==> src/rtl/cr16_decode_wb_pkg.sv <==
// Shared definitions for the CR16 decode/operand-fetch/writeback stage:
// opcode and extension codes, FSM states, decode classes and the decoder.
package cr16_pkg;

    localparam int FLAGS_W = 5;

    localparam logic [3:0] OP_REG   = 4'h0;
    localparam logic [3:0] OP_ANDI  = 4'h1;
    localparam logic [3:0] OP_ORI   = 4'h2;
    localparam logic [3:0] OP_XORI  = 4'h3;
    localparam logic [3:0] OP_ADDI  = 4'h5;
    localparam logic [3:0] OP_SHIFT = 4'h8;
    localparam logic [3:0] OP_SUBI  = 4'h9;
    localparam logic [3:0] OP_CMPI  = 4'hB;
    localparam logic [3:0] OP_MOVI  = 4'hD;
    localparam logic [3:0] OP_LUI   = 4'hF;

    localparam logic [3:0] EXT_AND  = 4'h1;
    localparam logic [3:0] EXT_OR   = 4'h2;
    localparam logic [3:0] EXT_XOR  = 4'h3;
    localparam logic [3:0] EXT_LSH  = 4'h4;
    localparam logic [3:0] EXT_ADD  = 4'h5;
    localparam logic [3:0] EXT_ASHU = 4'h6;
    localparam logic [3:0] EXT_SUB  = 4'h9;
    localparam logic [3:0] EXT_CMP  = 4'hB;
    localparam logic [3:0] EXT_MOV  = 4'hD;

    typedef enum logic [1:0] {ST_IDLE, ST_EXEC, ST_WB} state_t;

    // ARITH: write + PSR, CMP: PSR only, LOGIC: write only (includes shifts)
    typedef enum logic [1:0] {CLS_ARITH, CLS_CMP, CLS_LOGIC, CLS_ILLEGAL} cls_t;

    typedef enum logic [1:0] {B_RSRC, B_SIMM8, B_UIMM8, B_UIMM4} bsel_t;

    typedef struct packed {
        cls_t  cls;
        bsel_t bsel;
    } dec_t;

    function automatic dec_t decode(input logic [15:0] inst);
        dec_t       d;
        logic [3:0] op;
        logic [3:0] ext;
        op     = inst[15:12];
        ext    = inst[7:4];
        d.cls  = CLS_ILLEGAL;
        d.bsel = B_RSRC;
        case (op)
            OP_REG: begin
                case (ext)
                    EXT_ADD, EXT_SUB:                   d.cls = CLS_ARITH;
                    EXT_CMP:                            d.cls = CLS_CMP;
                    EXT_AND, EXT_OR, EXT_XOR, EXT_MOV:  d.cls = CLS_LOGIC;
                    default:                            d.cls = CLS_ILLEGAL;
                endcase
            end
            OP_ADDI, OP_SUBI: begin
                d.cls  = CLS_ARITH;
                d.bsel = B_SIMM8;
            end
            OP_CMPI: begin
                d.cls  = CLS_CMP;
                d.bsel = B_SIMM8;
            end
            OP_ANDI, OP_ORI, OP_XORI, OP_MOVI, OP_LUI: begin
                d.cls  = CLS_LOGIC;
                d.bsel = B_UIMM8;
            end
            OP_SHIFT: begin
                if (ext == EXT_LSH || ext == EXT_ASHU) begin
                    d.cls = CLS_LOGIC;
                end else if (ext[3:1] == 3'b000) begin
                    d.cls  = CLS_LOGIC;
                    d.bsel = B_UIMM4;
                end
            end
            default: d.cls = CLS_ILLEGAL;
        endcase
        return d;
    endfunction

endpackage

==> src/rtl/cr16_decode_wb_if.sv <==
// Instruction handshake, ALU operand/result and writeback bus of the CR16 stage.
// The illegal pulse exists only when CR16_ILLEGAL_TRAP_EN is defined.
interface cr16_decode_wb_if #(
    parameter int DATA_W = 16
);
    logic                        inst_valid;
    logic                        inst_ready;
    logic [15:0]                 inst;
    logic [DATA_W-1:0]           alu_a;
    logic [DATA_W-1:0]           alu_b;
    logic [7:0]                  alu_opcode;
    logic [DATA_W-1:0]           alu_c;
    logic [cr16_pkg::FLAGS_W-1:0] alu_flags;
    logic [cr16_pkg::FLAGS_W-1:0] psr;
    logic                        wb_valid;
    logic                        wb_we;
    logic [3:0]                  wb_reg;
    logic [DATA_W-1:0]           wb_data;
`ifdef CR16_ILLEGAL_TRAP_EN
    logic                        illegal;
`endif

    modport slave (
        input  inst_valid, inst, alu_c, alu_flags,
        output inst_ready, alu_a, alu_b, alu_opcode, psr,
        output wb_valid, wb_we, wb_reg, wb_data
`ifdef CR16_ILLEGAL_TRAP_EN
        , output illegal
`endif
    );

    modport master (
        output inst_valid, inst, alu_c, alu_flags,
        input  inst_ready, alu_a, alu_b, alu_opcode, psr,
        input  wb_valid, wb_we, wb_reg, wb_data
`ifdef CR16_ILLEGAL_TRAP_EN
        , input illegal
`endif
    );

endinterface

==> src/rtl/cr16_decode_wb_regfile.sv <==
// 16x16 register file: two combinational read ports, one synchronous write
// port, asynchronous active-low clear.
module cr16_regfile #(
    parameter int DATA_W = 16,
    parameter int NREGS  = 16
) (
    input  logic                     clk,
    input  logic                     rst_n,
    input  logic [$clog2(NREGS)-1:0] ra_idx,
    output logic [DATA_W-1:0]        ra_data,
    input  logic [$clog2(NREGS)-1:0] rb_idx,
    output logic [DATA_W-1:0]        rb_data,
    input  logic                     we,
    input  logic [$clog2(NREGS)-1:0] wa,
    input  logic [DATA_W-1:0]        wd
);

    logic [DATA_W-1:0] regs [NREGS];

    always_ff @(posedge clk or negedge rst_n) begin
        if (!rst_n) begin
            for (int i = 0; i < NREGS; i++) begin
                regs[i] <= '0;
            end
        end else if (we) begin
            regs[wa] <= wd;
        end
    end

    assign ra_data = regs[ra_idx];
    assign rb_data = regs[rb_idx];

endmodule

==> src/rtl/cr16_decode_wb.sv <==
// CR16 decode / operand-fetch / writeback stage around an external combinational ALU.
// Optional feature: define CR16_ILLEGAL_TRAP_EN to trap undecodable instructions.
module cr16_decode_wb
    import cr16_pkg::*;
#(
    parameter int DATA_W = 16,
    parameter int NREGS  = 16
) (
    input logic             clk,
    input logic             rst_n,
    cr16_decode_wb_if.slave bus
);

    state_t               state;
    state_t               state_nxt;
    logic                 accept;
    dec_t                 dec;
    logic [3:0]           rdest;
    logic [3:0]           rsrc;
    logic [DATA_W-1:0]    ra_data;
    logic [DATA_W-1:0]    rb_data;
    logic [DATA_W-1:0]    opa;
    logic [DATA_W-1:0]    opr;
    logic [DATA_W-1:0]    opb;
    logic                 wr_en;
    logic                 psr_ld;

    logic [DATA_W-1:0]    alu_a_p1;
    logic [DATA_W-1:0]    alu_b_p1;
    logic [7:0]           opcode_p1;
    logic [3:0]           rdest_p1;
    cls_t                 cls_p1;
    logic [DATA_W-1:0]    wb_data_p2;
    logic [FLAGS_W-1:0]   flags_p2;
    logic [FLAGS_W-1:0]   psr_q;

    assign rdest  = bus.inst[11:8];
    assign rsrc   = bus.inst[3:0];
    assign dec    = decode(bus.inst);
    assign accept = bus.inst_valid && bus.inst_ready;

    assign bus.inst_ready = (state == ST_IDLE) || (state == ST_WB);
    assign bus.wb_valid   = (state == ST_WB);
    assign psr_ld         = (state == ST_WB) && (cls_p1 == CLS_ARITH || cls_p1 == CLS_CMP);

`ifdef CR16_ILLEGAL_TRAP_EN
    assign wr_en       = (state == ST_WB) && (cls_p1 == CLS_ARITH || cls_p1 == CLS_LOGIC);
    assign bus.illegal = (state == ST_WB) && (cls_p1 == CLS_ILLEGAL);
`else
    assign wr_en       = (state == ST_WB) && (cls_p1 != CLS_CMP);
`endif

    cr16_regfile #(
        .DATA_W (DATA_W),
        .NREGS  (NREGS)
    ) u_regfile (
        .clk     (clk),
        .rst_n   (rst_n),
        .ra_idx  (rdest),
        .ra_data (ra_data),
        .rb_idx  (rsrc),
        .rb_data (rb_data),
        .we      (wr_en),
        .wa      (rdest_p1),
        .wd      (wb_data_p2)
    );

    // An accept in WB coincides with the pending write, so forward it
    assign opa = (wr_en && rdest_p1 == rdest) ? wb_data_p2 : ra_data;
    assign opr = (wr_en && rdest_p1 == rsrc)  ? wb_data_p2 : rb_data;

    always_comb begin
        opb = opr;
        case (dec.bsel)
            B_SIMM8: opb = {{(DATA_W-8){bus.inst[7]}}, bus.inst[7:0]};
            B_UIMM8: opb = {{(DATA_W-8){1'b0}}, bus.inst[7:0]};
            B_UIMM4: opb = {{(DATA_W-4){1'b0}}, bus.inst[3:0]};
            default: opb = opr;
        endcase
    end

    always_ff @(posedge clk or negedge rst_n) begin
        if (!rst_n) begin
            state <= ST_IDLE;
        end else begin
            state <= state_nxt;
        end
    end

    always_comb begin
        state_nxt = state;
        case (state)
            ST_IDLE: if (accept) state_nxt = ST_EXEC;
            ST_EXEC: state_nxt = ST_WB;
            ST_WB:   state_nxt = accept ? ST_EXEC : ST_IDLE;
            default: state_nxt = ST_IDLE;
        endcase
    end

    always_ff @(posedge clk or negedge rst_n) begin
        if (!rst_n) begin
            alu_a_p1   <= '0;
            alu_b_p1   <= '0;
            opcode_p1  <= '0;
            rdest_p1   <= '0;
            cls_p1     <= CLS_ARITH;
            wb_data_p2 <= '0;
            flags_p2   <= '0;
            psr_q      <= '0;
        end else begin
            // p1: operands latched at accept, held until the next accept
            if (accept) begin
                alu_a_p1  <= opa;
                alu_b_p1  <= opb;
                opcode_p1 <= {bus.inst[15:12], bus.inst[7:4]};
                rdest_p1  <= rdest;
                cls_p1    <= dec.cls;
            end
            // p2: ALU result captured at the close of EXEC
            if (state == ST_EXEC) begin
                wb_data_p2 <= bus.alu_c;
                flags_p2   <= bus.alu_flags;
            end
            if (psr_ld) begin
                psr_q <= flags_p2;
            end
        end
    end

    assign bus.alu_a      = alu_a_p1;
    assign bus.alu_b      = alu_b_p1;
    assign bus.alu_opcode = opcode_p1;
    assign bus.psr        = psr_q;
    assign bus.wb_we      = wr_en;
    assign bus.wb_reg     = rdest_p1;
    assign bus.wb_data    = wb_data_p2;

endmodule
==> src/flat_wrapper.sv <==
// flat-port wrapper written by rule: the top's interface ports become plain ports
module cr16_decode_wb_flat import cr16_pkg::*;
#(
    parameter int DATA_W = 16,
    parameter int NREGS  = 16
)
  (clk, rst_n, bus_inst_valid, bus_inst, bus_alu_c, bus_alu_flags, bus_inst_ready, bus_alu_a, bus_alu_b, bus_alu_opcode, bus_psr, bus_wb_valid, bus_wb_we, bus_wb_reg, bus_wb_data);
  cr16_decode_wb_if #(.DATA_W(DATA_W)) bus_i ();
  input logic clk;
  input logic rst_n;
  input wire logic [$bits(bus_i.inst_valid)-1:0] bus_inst_valid;
  input wire logic [$bits(bus_i.inst)-1:0] bus_inst;
  input wire logic [$bits(bus_i.alu_c)-1:0] bus_alu_c;
  input wire logic [$bits(bus_i.alu_flags)-1:0] bus_alu_flags;
  output wire logic [$bits(bus_i.inst_ready)-1:0] bus_inst_ready;
  output wire logic [$bits(bus_i.alu_a)-1:0] bus_alu_a;
  output wire logic [$bits(bus_i.alu_b)-1:0] bus_alu_b;
  output wire logic [$bits(bus_i.alu_opcode)-1:0] bus_alu_opcode;
  output wire logic [$bits(bus_i.psr)-1:0] bus_psr;
  output wire logic [$bits(bus_i.wb_valid)-1:0] bus_wb_valid;
  output wire logic [$bits(bus_i.wb_we)-1:0] bus_wb_we;
  output wire logic [$bits(bus_i.wb_reg)-1:0] bus_wb_reg;
  output wire logic [$bits(bus_i.wb_data)-1:0] bus_wb_data;
  assign bus_i.inst_valid = bus_inst_valid;
  assign bus_i.inst = bus_inst;
  assign bus_i.alu_c = bus_alu_c;
  assign bus_i.alu_flags = bus_alu_flags;
  assign bus_inst_ready = bus_i.inst_ready;
  assign bus_alu_a = bus_i.alu_a;
  assign bus_alu_b = bus_i.alu_b;
  assign bus_alu_opcode = bus_i.alu_opcode;
  assign bus_psr = bus_i.psr;
  assign bus_wb_valid = bus_i.wb_valid;
  assign bus_wb_we = bus_i.wb_we;
  assign bus_wb_reg = bus_i.wb_reg;
  assign bus_wb_data = bus_i.wb_data;
  cr16_decode_wb #(.DATA_W(DATA_W), .NREGS(NREGS)) u_core (.clk(clk), .rst_n(rst_n), .bus(bus_i));
endmodule
==> config.mk <==
export PLATFORM = sky130hd
export DESIGN_NAME = cr16_decode_wb_flat
export DESIGN_NICKNAME = d
export VERILOG_FILES = /design/src/rtl/cr16_decode_wb_pkg.sv /design/src/rtl/cr16_decode_wb_if.sv /design/src/rtl/cr16_decode_wb_regfile.sv /design/src/rtl/cr16_decode_wb.sv /design/src/flat_wrapper.sv
export SDC_FILE = /design/constraint.sdc
export NUM_CORES = 1
export LEC_CHECK = 0
export CAP_MARGIN = 20
export CORE_MARGIN = 3
export CORE_UTILIZATION = 33
export CTS_CLUSTER_SIZE = 10
export DETAILED_ROUTE_END_ITERATION = 7
export PLACE_DENSITY_LB_ADDON = 0.2
export SLEW_MARGIN = 20
export SYNTH_ARGS = -nofsm -noshare
export SYNTH_HDL_FRONTEND = slang
export SYNTH_SLANG_ARGS = --single-unit
==> constraint.sdc <==
create_clock -name clk -period 5.4 [get_ports clk]
set_clock_uncertainty 0.2 [all_clocks]
set_input_delay 0.54 -clock clk [delete_from_list [all_inputs] [get_ports clk]]
set_output_delay 0.54 -clock clk [all_outputs]
set_load 0.05 [all_outputs]
==> results of run 1 <==
-- how the worst max path moves through the flow --
stage / start / end / slack, ns / cells after the start
6_report: u_core.bus.wb_data[3] / bus_wb_data[3] / 2.32 / 1
5_1_grt: u_core.bus.wb_data[4] / bus_wb_data[4] / 2.24 / 1
4_1_cts: u_core.bus.wb_data[3] / bus_wb_data[3] / 2.29 / 1
3_5_place_dp: bus_inst[10] / u_core.bus.alu_a[13] / 1.79 / 6
3_3_place_gp: bus_inst[10] / u_core.bus.alu_a[13] / 1.79 / 6
2_1_floorplan: u_core.state[0] / u_core.u_regfile.regs[53] / 3.00 / 7
-- where the power goes --
part | leakage (nW) | switching [mW] | internal [mW] | total (mW)
sequential | 4.32 | 0.674 | 3.17 | 3.84
combinational | 3.60 | 1.08 | 1.32 | 2.39
clock | 0.553 | 1.03 | 1.42 | 2.45
-- final cells by class --
class / count / area, um2
clock inverter: 2 / 13.8
multi-input combinational: 718 / 8110
fill: 4719 / 30700
clock buffer: 59 / 1120
tap: 672 / 841
sequential: 330 / 8260
inverter: 5 / 23.8
timing repair buffer: 138 / 1330
-- logic make-up after synthesis --
| group | count (synthesis) | share of synthesized area |
|---|---|---|
| xor+xnor | 8 | 0.00414 |
| compound gates | 133 | 0.0587 |
| buf+inv | 126 | 0.0369 |
| flops | 330 | 0.488 |
| simple gates | 162 | 0.0488 |
| mux | 415 | 0.364 |
-- cell usage in the layout (no fill, tap or decap), types with 3 or more instances in the layout --
cell             Yosys  layout
clkdlybuf4s50_1      0     101
buf_4                9      29
mux4_2             125     125
mux2_2             269     269
nand2_1             57      56
nor2_4               0       5
mux2_4              10      10
o2111ai_1           14      14
buf_2               36       3
nor2_1              23      22
o22ai_1             30      30
inv_1                4       4
clkbuf_16            0      41
nand2b_1            10       7
mux2_1               5       5
nand3_1              9       9
clkbuf_8             0       3
nand2b_2             0       3
buf_12               0       3
clkbuf_1            39      15
a21oi_1             16      16
xnor2_1              6       6
a211oi_1            17      17
mux2i_1              3       3
nor2b_1             20      20
dfrtp_1            330     330
a221o_1             24      24
nor2_2               9       5
mux4_1               3       3
a22oi_1             16      16
o21ai_0              8       8
nor3_1              17      16
-- what timing repair did --
action	in CTS	in global routing
gates resized for setup	0	0
endpoints found under the hold margin	106	0
endpoints found under the setup margin	0	0
hold buffers	1	0
-- stage by stage --
stage / hold WS (ns) / power (mW) / std cells / setup slack, ns
after floorplan: 0.0444 / 5.43 / 1174 / 3.00
after global placement: 0.257 / 6.22 / 1861 / 1.79
after detailed placement: 0.262 / 6.26 / 1862 / 1.79
after CTS: 0.268 / 8.77 / 1924 / 2.29
after global routing: 0.291 / 9.11 / 1924 / 2.24
final: 0.270 / 8.68 / 1924 / 2.32
-- layer usage --
layer / GRT usage / vias to the layer above
met4: 0.0818 / 0
met3: 0.0350 / 110
met2: 0.289 / 396
li1: - / 4614
met1: 0.290 / 5940
met5: 0 / -
==> metrics.md, run 1 <==
| Metric | Value |
|---|---|
| Number of antenna repair diodes | `0` |
| Routability cong. | `between 0.7 and 0.8` |
| Fin. Hold Viols | `0` |
| Mean area per synthesized cell | `about 14 um2` |
| Hold depth | `2` |
| Most common flop cell mapped by yosys | `dfrtp_1` |
| Sum Neg Setup Slack | `0 ns` |
| Largest voltage drop on the vdd net | `roughly 0.00019 V` |
| Leading cell types by count after synthesis | `dfrtp_1, mux2_2, mux4_2` |
| Worst setup SP type | `flip-flop` |
| Number of buffers on the longest clock path | `3` |
| Die H | `between 200 and 250 um` |
| R2R depth | `7` |
| Minimum clock period after layout | `3.08 ns` |
| Synthesized netlist cell count | `around 1200` |
| Max Transition Viols Final | `0` |
| Post-synth ARST share | `1.00` |
| Synth Net Count | `1214` |
| Routed wl met2 | `22900 um` |
| Worst-case headroom to the max-slew limit | `0.268` |
| Final routed wirelength across all metal layers | `52700 um` |
| Worst reg2reg setup slack | `2.51 ns` |
| Measured slew at the worst slew-check pin | `around 1.1 ns` |
| Data arrival, critical path | `2.34 ns` |
| Register clock-pin slew on the reported worst setup and hold paths | `about 0.05 ns` |
| Pwr dens | `around 440 nW/um2` |
| Final design area excluding fillers | `between 15000 and 20000 um2` |
| # rows | `a little over 80` |
| Req. time, crit path | `about 4.7 ns` |
| Beginning of the worst register-to-register path | `u_core.state[1]` |
| Worst hold start | `u_core.bus.alu_opcode[6]` |
| Root buf cell | `clkbuf_16` |
| Static leakage | `roughly 8.5 nW` |
| Overall track demand over capacity in global routing | `0.198` |
| Worst min-delay path endpoint | `u_core.bus.alu_opcode[6]` |
| Master of the slowest instance on the critical path | `clkdlybuf4s50_1` |
| Total number of H-tree levels | `2` |
| Maximum clock frequency | `about 0.32 GHz` |
| Number of flip-flops under the largest register name | `256` |
| Ratio of cells with drive above 1 in the final layout | `0.410` |
| Highest metal layer with signal wires | `met4` |
| Setup repair after global routing missed its margin | `no` |
| Netlist cell types | `52` |
| IO Count | `roughly 110` |
| Number of clock sinks | `330` |
| Sequential share of the synthesized area | `0.488` |
| Width of the die | `233 um` |
| Largest delay share family, worst path | `buffers and inverters` |
| Number of vias per cell | `around 5.7` |
| Kind of critical path | `flip-flop to output pin` |
| Remaining routing DRC violations | `0` |
| Min-delay worst type | `flip-flop to flip-flop` |
| Detailed placer's ending HPWL | `approximately 33000 um` |
| Post-Route M1 WL | `24500 um` |
| Via Count | `11060` |
| Setup Fix Bufs, Post-CTS | `0` |
| Clock buffer count from CTS | `41` |
| Final clock period utilization by the worst path | `0.570` |
| Share of the core filled with cells in the final layout | `0.391` |
| Reg-to-Reg End | `u_core.u_regfile.regs[133]` |
| Area leader, netlist | `dfrtp_1` |
| Starting density of the core | `0.336` |
| Crit path capture type | `output pin` |
| Count of nets left with antenna violations after detail routing | `0` |
| Final count of negative-setup-slack endpoints | `0` |
| Fraction of synthesized cell area taken by the top area cell type | `0.488` |
| Yosys warning count | `0` |
| Cells taking the most area after synthesis | `dfrtp_1, mux2_2, mux4_2, a221o_1, nand2_1` |
| Vias in the first global route | `~11000` |
| Area of the mapped netlist | `about 17000 um2` |
| Routed len/inst | `roughly 27 um` |
| Library cell with the highest instance count after synthesis | `dfrtp_1` |
| Area growth from synthesis to layout | `16.3%` |
| Flop and latch count out of synthesis | `330` |
| Clock latency at the later pin of the worst-skew pair | `0.55 ns` |
| Initial antenna violation count | `0` |
| Cells along the critical path | `clkdlybuf4s50_1` |
| I/O Buffers | `107` |
| Worst path bufs/invs | `1` |
| Area of the placeable core | `between 50000 and 60000 um2` |
| Largest reg by FF count | `u_core.u_regfile.regs` |
| Cell area reported after detailed placement | `about 19000 um2` |
| Number of flops mapped to enable cells by yosys | `0` |
| Met3 wire length | `between 3000 and 4000 um` |
| Final nets | `~1300` |
| Run status | `complete, no violations` |
| Clock tree from TritonCTS | `built` |
| Longest individual stage delay on the worst path | `0.94 ns` |
| Detailed-routing iteration count for the pre-antenna-repair pass | `5` |
| Max-cap violation count | `0` |
| Highest net fanout along the worst path | `20` |
| Number of violations reported at the end of detailed-routing iteration 0 | `831` |
| Total global routing overflow | `0` |
| Largest net degree at the start of global routing | `about 110` |
| Total die area | `about 54000 um2` |
| Global-route wire length before repair | `79300 um` |
No activity file was read; power rests on OpenSTA's default activity.
==> run 2, diff against run 1 <==
- clock period: 5.4 -> 3.2 ns (I/O delays scaled with it)
==> run 2 against run 1 <==
Compared with the run above: clock power is 78% higher; combinational power up 75%; critical path depth stayed put; global-route usage down 0.27 points; register-to-register slack got worse by 1.9 ns; largest power group unchanged.
==> metrics.md, run 2 (synthesis gave the netlist of run 1 again) <==
| Metric | Value |
|---|---|
| Number of buffers on the longest clock path | `3 (unchanged)` |
| Ratio of cells with drive above 1 in the final layout | `0.430 (was 0.410)` |
| Beginning of the worst register-to-register path | `u_core.bus.wb_reg[1] (was u_core.state[1])` |
| Final count of negative-setup-slack endpoints | `0 (unchanged)` |
| Die H | `233 um (unchanged)` |
| Setup Fix Bufs, Post-CTS | `0 (unchanged)` |
| Number of violations reported at the end of detailed-routing iteration 0 | `873 (was 831)` |
| Total number of H-tree levels | `2 (unchanged)` |
| Most used cells in the layout excluding fill and tap cells | `dfrtp_1, mux2_2, mux4_2 (unchanged)` |
| Area of the placeable core | `50400 um2 (unchanged)` |
| Pwr dens | `741 nW/um2 (was 441 nW/um2)` |
| Total global routing overflow | `0 (unchanged)` |
| Final clock period utilization by the worst path | `0.901` |
| Crit path capture type | `output pin (unchanged)` |
| Largest reg by FF count | `u_core.u_regfile.regs (unchanged)` |
| Setup repair after global routing missed its margin | `no (unchanged)` |
| Count of nets left with antenna violations after detail routing | `0 (unchanged)` |
| Starting density of the core | `0.336 (unchanged)` |
| Share of the core filled with cells in the final layout | `0.401 (was 0.391)` |
| Final nets | `1315 (was 1274)` |
| Number of vias per cell | `5.63 (was 5.75)` |
| Root buf cell | `clkbuf_16 (unchanged)` |
| Global-route wire length before repair | `78000 um (was 79300 um)` |
| Commonest non-fill, non-tap cell in the layout | `dfrtp_1 (unchanged)` |
| Total chip power | `15.0 mW (was 8.68 mW)` |
| Min-delay worst type | `primary input to flip-flop (was flip-flop to flip-flop)` |
| Largest voltage drop on the vdd net | `0.000356 V (was 0.000187 V)` |
| Measured slew at the worst slew-check pin | `0.817 ns (was 1.09 ns)` |
| Via Count | `11091 (was 11060)` |
| Static leakage | `8.77 nW (was 8.48 nW)` |
| Fill cells | `4710 (was 4719)` |
| Longest individual stage delay on the worst path | `0.94 ns (about the same)` |
| Worst setup SP type | `flip-flop (unchanged)` |
| Routed len/inst | `26.5 um (was 27.4 um)` |
| Max-cap violation count | `0 (unchanged)` |
| Largest delay share family, worst path | `buffers and inverters (unchanged)` |
| Initial antenna violation count | `0 (unchanged)` |
| Detailed-routing iteration count for the pre-antenna-repair pass | `6 (was 5)` |
| Req. time, crit path | `2.68 ns (was 4.66 ns)` |
| Maximum clock frequency | `0.347 GHz` |
| Total die area | `54100 um2 (unchanged)` |
| I/O Buffers | `107 (unchanged)` |
| Minimum clock period after layout | `approximately 2.9 ns` |
| Master of the slowest instance on the critical path | `clkdlybuf4s50_1 (unchanged)` |
| Run status | `complete, no violations (unchanged)` |
| Highest net fanout along the worst path | `20 (unchanged)` |
| Cells along the critical path | `clkdlybuf4s50_1 (unchanged)` |
| Vias in the first global route | `11454 (was 11361)` |
| Clock tree from TritonCTS | `built (unchanged)` |
| Final routed wirelength across all metal layers | `52200 um (was 52700 um)` |
| Number of flip-flops under the largest register name | `256 (unchanged)` |
| Overall track demand over capacity in global routing | `0.195 (was 0.198)` |
| Worst-case headroom to the max-slew limit | `0.452 (was 0.268)` |
| Setup crit start | `u_core.bus.wb_data[10] (was u_core.bus.wb_data[3])` |
| Clock buffer count from CTS | `41 (unchanged)` |
| Register clock-pin slew on the reported worst setup and hold paths | `0.06 ns (was 0.05 ns)` |
| Largest net degree at the start of global routing | `78 (was 111)` |
| Area growth from synthesis to layout | `19.3% (was 16.3%)` |
| Clock latency at the later pin of the worst-skew pair | `0.57 ns (was 0.55 ns)` |
| # rows | `82 (unchanged)` |
| Kind of critical path | `flip-flop to output pin (unchanged)` |
| Sum Neg Setup Slack | `0 ns (unchanged)` |
| Routability cong. | `0.826 (was 0.795)` |
| IO Count | `108 (unchanged)` |
| Number of clock sinks | `330 (unchanged)` |
| Width of the die | `233 um (unchanged)` |
| Fin. Hold Viols | `0 (unchanged)` |
| Detailed placer's ending HPWL | `34700 um (was 32600 um)` |
| Worst hold start | `bus_inst[8] (was u_core.bus.alu_opcode[6])` |
| Remaining routing DRC violations | `0 (unchanged)` |
| Worst path bufs/invs | `1 (unchanged)` |
| Data arrival, critical path | `2.36 ns (was 2.34 ns)` |
| Number of antenna repair diodes | `0 (unchanged)` |
| Max Transition Viols Final | `0 (unchanged)` |
[run 2: changes by cell type in the layout (fill, tap and decap cells not counted), sizes merged]
| cell | before | now |
|---|---|---|
| inv | 5 | 6 |
| buf | 36 | 77 |
| clkbuf | 59 | 62 |
[run 2: repair_timing]
action,in CTS,in global routing
endpoints found under the hold margin,71,0
gates resized for setup,0,0
hold buffers,1,0
setup endpoints to repair,0,0
[run 2: per-stage QoR]
stage               std cells  instance area (um2)  hold slack (ns)  worst slack (ns)
floorplan                1174                16900           -0.176             0.796
global placement         1903                19000            0.176             0.476
detailed placement       1903                19000            0.187             0.432
CTS                      1969                20200           0.0103             0.312
global route             1969                20200           0.0425             0.255
finish                   1969                20200           0.0345             0.317
[run 2: layout make-up]
cell class | instances | area [um2] | share of cell area
inverters | 5 | 23.8 | 0.00118
well taps | 672 | 841 | 0.0416
flip-flops and latches | 330 | 8260 | 0.409
clock inverters | 3 | 41.3 | 0.00204
multi-input cells | 718 | 8070 | 0.399
clock buffers | 62 | 1190 | 0.0591
repair buffers | 179 | 1770 | 0.0878
[run 2: final timing paths]
check                                                  end  cells after the start  slack [ns]
worst max-delay path                       bus_wb_data[10]                      1        0.32
worst min-delay path                  u_core.bus.wb_reg[0]                      3        0.03
worst max register to register         u_core.bus.alu_a[2]                      5        0.58
worst min register to register    u_core.bus.alu_opcode[6]                      2        0.27
max in group asynchronous              u_core.bus.alu_a[2]                      4        1.69
min in group asynchronous       u_core.u_regfile.regs[156]                      2        0.15
[run 2: power by group]
part	leakage, nW	switching (mW)	internal, mW
sequential	4.32	1.08	5.34
combinational	3.84	1.92	2.27
clock	0.602	1.81	2.55
[run 2: tightest hold or removal path, cell delays in order]
cell	delay [ns]
buf_4	0.26
nand2_1	0.11
nand2_1	0.04
[run 2: metal layers]
layer,track usage,share of wire,up-vias,wire length [um]
li1,-,-,4691,-
met1,0.278,0.45,5954,23600
met2,0.297,0.45,365,23700
met3,0.0415,0.065,79,3400
met4,0.0600,0.026,2,1350
met5,0.0147,0.0020,-,105
==> run 3, diff against run 2 <==
- DONT_BUFFER_PORTS: not set -> 1
- clock period: 3.2 -> 2.6 ns (I/O delays scaled with it)
==> run 3 against run 2 <==
Compared with the run above: the run now ends with hold timing left; worst setup slack lost 0.12 ns; combinational power shrank 16%; global-route usage shrank 0.24 points; die area is the same; largest cell class unchanged; final area shrank 3.6%; largest power group unchanged; hold slack lost 0.83 ns.
==> metrics.md, run 3 (synthesis gave the netlist of run 1 again) <==
| Metric | Value |
|---|---|
| Post-CTS Hold Fix Bufs | `42 (was 1)` |
| # rows | `82 (unchanged)` |
| Fill cells | `4662 (was 4710)` |
| Remaining routing DRC violations | `0 (unchanged)` |
| Req. time, crit path | `2.89 ns (was 2.68 ns)` |
| Part of the total power dissipated in sequential elements | `0.485 (was 0.429)` |
| Run status | `finished with violations (was complete, no violations)` |
| Total die area | `54100 um2 (unchanged)` |
| Total global routing overflow | `0 (unchanged)` |
| Number of buffers on the longest clock path | `3 (unchanged)` |
| I/O Buffers | `0 (was 107)` |
| Detailed-routing iteration count for the pre-antenna-repair pass | `5 (was 6)` |
| Commonest non-fill, non-tap cell in the layout | `dfrtp_1 (unchanged)` |
| Final clock period utilization by the worst path | `0.926` |
| Part of the power in combinational logic | `0.196 (was 0.279)` |
| Clock buffer count from CTS | `43 (was 41)` |
| Final nets | `1237 (was 1315)` |
| Final count of negative-setup-slack endpoints | `0 (unchanged)` |
| Area of the placeable core | `50400 um2 (unchanged)` |
| Count of nets left with antenna violations after detail routing | `0 (unchanged)` |
| Setup repair after global routing missed its margin | `no (unchanged)` |
| Number of flip-flops under the largest register name | `256 (unchanged)` |
| Root buf cell | `clkbuf_16 (unchanged)` |
| Violated checks | `hold timing` |
| Die H | `233 um (unchanged)` |
| Measured slew at the worst slew-check pin | `1.20 ns (was 0.817 ns)` |
| Longest individual stage delay on the worst path | `0.56 ns (was 0.94 ns)` |
| Int Pwr | `12.4 mW (was 10.2 mW)` |
| Worst path bufs/invs | `2 (was 1)` |
| Cells along the critical path | `xor2_1, nor2_1, and4_1, buf_4, a211oi_1, dlygate4sd3_1, o21ai_0 (was clkdlybuf4s50_1)` |
| Routability cong. | `0.741 (was 0.826)` |
| Worst setup SP type | `flip-flop (unchanged)` |
| Final routed wirelength across all metal layers | `51500 um (was 52200 um)` |
| Area of the multi-input gates | `8070 um2 (unchanged)` |
| Worst-case headroom to the max-slew limit | `0.197 (was 0.452)` |
| Number of antenna repair diodes | `0 (unchanged)` |
| Width of the die | `233 um (unchanged)` |
| IO Count | `108 (unchanged)` |
| Worst reg2reg setup slack | `0.19 ns (was 0.58 ns)` |
| Global-route wire length before repair | `76300 um (was 78000 um)` |
| Beginning of the worst register-to-register path | `u_core.bus.wb_reg[3] (was u_core.bus.wb_reg[1])` |
| Pwr dens | `923 nW/um2 (was 741 nW/um2)` |
| Sum Neg Setup Slack | `0 ns (unchanged)` |
| Min-delay worst type | `primary input to async pin (was primary input to flip-flop)` |
| Via Count | `10736 (was 11091)` |
| Number of clock sinks | `330 (unchanged)` |
| Area growth from synthesis to layout | `15.0% (was 19.3%)` |
| Worst hold slack across all endpoints | `-0.796 ns (was 0.0345 ns)` |
| Register clock-pin slew on the reported worst setup and hold paths | `0.06 ns (about the same)` |
| Static leakage | `8.46 nW (was 8.77 nW)` |
| Master of the slowest instance on the critical path | `dlygate4sd3_1 (was clkdlybuf4s50_1)` |
| Switching part of the total | `0.309 (was 0.321)` |
| Ratio of cells with drive above 1 in the final layout | `0.450 (was 0.430)` |
| Kind of critical path | `flip-flop to flip-flop (was flip-flop to output pin)` |
| Detailed placer's ending HPWL | `29700 um (was 34700 um)` |
| Minimum clock period after layout | `between 2 and 2.5 ns` |
| Total chip power | `18.0 mW (was 15.0 mW)` |
| Post-placement setup slack | `0.407 ns (was 0.432 ns)` |
| Min setup slack post-route | `0.194 ns (was 0.317 ns)` |
| Total number of H-tree levels | `2 (unchanged)` |
| Largest delay share family, worst path | `buffers and inverters (unchanged)` |
| Initial antenna violation count | `0 (unchanged)` |
| Share of the core filled with cells in the final layout | `0.387 (was 0.401)` |
| Largest net degree at the start of global routing | `331 (was 78)` |
| Crit path capture type | `flip-flop (was output pin)` |
| Number of vias per cell | `5.68 (was 5.63)` |
| Clock latency at the later pin of the worst-skew pair | `0.57 ns (about the same)` |
| Most used cells in the layout excluding fill and tap cells | `dfrtp_1, mux2_2, mux4_2 (unchanged)` |
| Starting density of the core | `0.336 (unchanged)` |
| Maximum clock frequency | `between 0.4 and 0.5 GHz` |
| Register area | `8260 um2 (about the same)` |
| R2R depth | `7 (was 5)` |
| Max-cap violation count | `0 (unchanged)` |
| Data arrival, critical path | `2.70 ns (was 2.36 ns)` |
| Overall track demand over capacity in global routing | `0.193 (was 0.195)` |
| Reg-to-Reg End | `u_core.bus.alu_b[14] (was u_core.bus.alu_a[2])` |
| Fraction of power consumed by the clock network | `0.319 (was 0.291)` |
| Vias in the first global route | `11272 (was 11454)` |
| Fin. Hold Viols | `330 (was 0)` |
| Clock tree from TritonCTS | `built (unchanged)` |
| Routed len/inst | `27.3 um (was 26.5 um)` |
| Max Transition Viols Final | `0 (unchanged)` |
| Highest net fanout along the worst path | `8 (was 20)` |
| Largest voltage drop on the vdd net | `0.000448 V (was 0.000356 V)` |
| Number of violations reported at the end of detailed-routing iteration 0 | `974 (was 873)` |
| Largest reg by FF count | `u_core.u_regfile.regs (unchanged)` |
| Net Switching | `5.55 mW (was 4.80 mW)` |
[run 3: worst max-delay path by stage]
stage / depth (start not counted) / endpoint / from
after CTS: 7 / u_core.bus.alu_b[14] / u_core.bus.wb_reg[3]
after detailed placement: 5 / u_core.bus.alu_b[4] / bus_inst[15]
after global placement: 5 / u_core.bus.alu_b[4] / bus_inst[15]
final: 7 / u_core.bus.alu_b[14] / u_core.bus.wb_reg[3]
after floorplan: 7 / u_core.u_regfile.regs[53] / u_core.state[0]
after global routing: 7 / u_core.bus.alu_b[14] / u_core.bus.wb_reg[3]
[run 3: what timing repair did]
item,CTS,global route
gates resized for setup,0,0
hold endpoints to repair,398,330
endpoints found under the setup margin,0,0
setup buffers,0,0
[run 3: routing by layer]
| metal | share of wire | wire length, um | vias to the layer above | track usage |
|---|---|---|---|---|
| met5 | 0 | 0 | - | 0 |
| met4 | 0.026 | 1330 | 0 | 0.0604 |
| met1 | 0.43 | 22400 | 5758 | 0.263 |
| met3 | 0.069 | 3540 | 76 | 0.0399 |
| li1 | - | - | 4541 | - |
| met2 | 0.47 | 24300 | 361 | 0.308 |
[run 3: through the flow]
stage / instances / instance area, um2
floorplan: 1174 / 16900
global placement: 1782 / 17700
detailed placement: 1782 / 17700
CTS: 1891 / 19500
global route: 1891 / 19500
finish: 1891 / 19500
[run 3: power groups by stage]
stage	Sequential [mW]	Clock [mW]	Combinational [mW]
finish	8.71	5.74	3.52
global route	8.93	6.12	3.79
CTS	8.70	5.93	3.53
detailed placement	8.78	0	3.42
global placement	8.75	0	3.36
floorplan	8.12	0	3.16
[run 3: area by class of cell]
cell class              count  share of cell area
clock buffers              61              0.0634
clock inverters             6             0.00501
inverters                   5             0.00122
multi-input cells         718               0.414
flip-flops and latches    330               0.424
well taps                 672              0.0432
repair buffers             99              0.0484
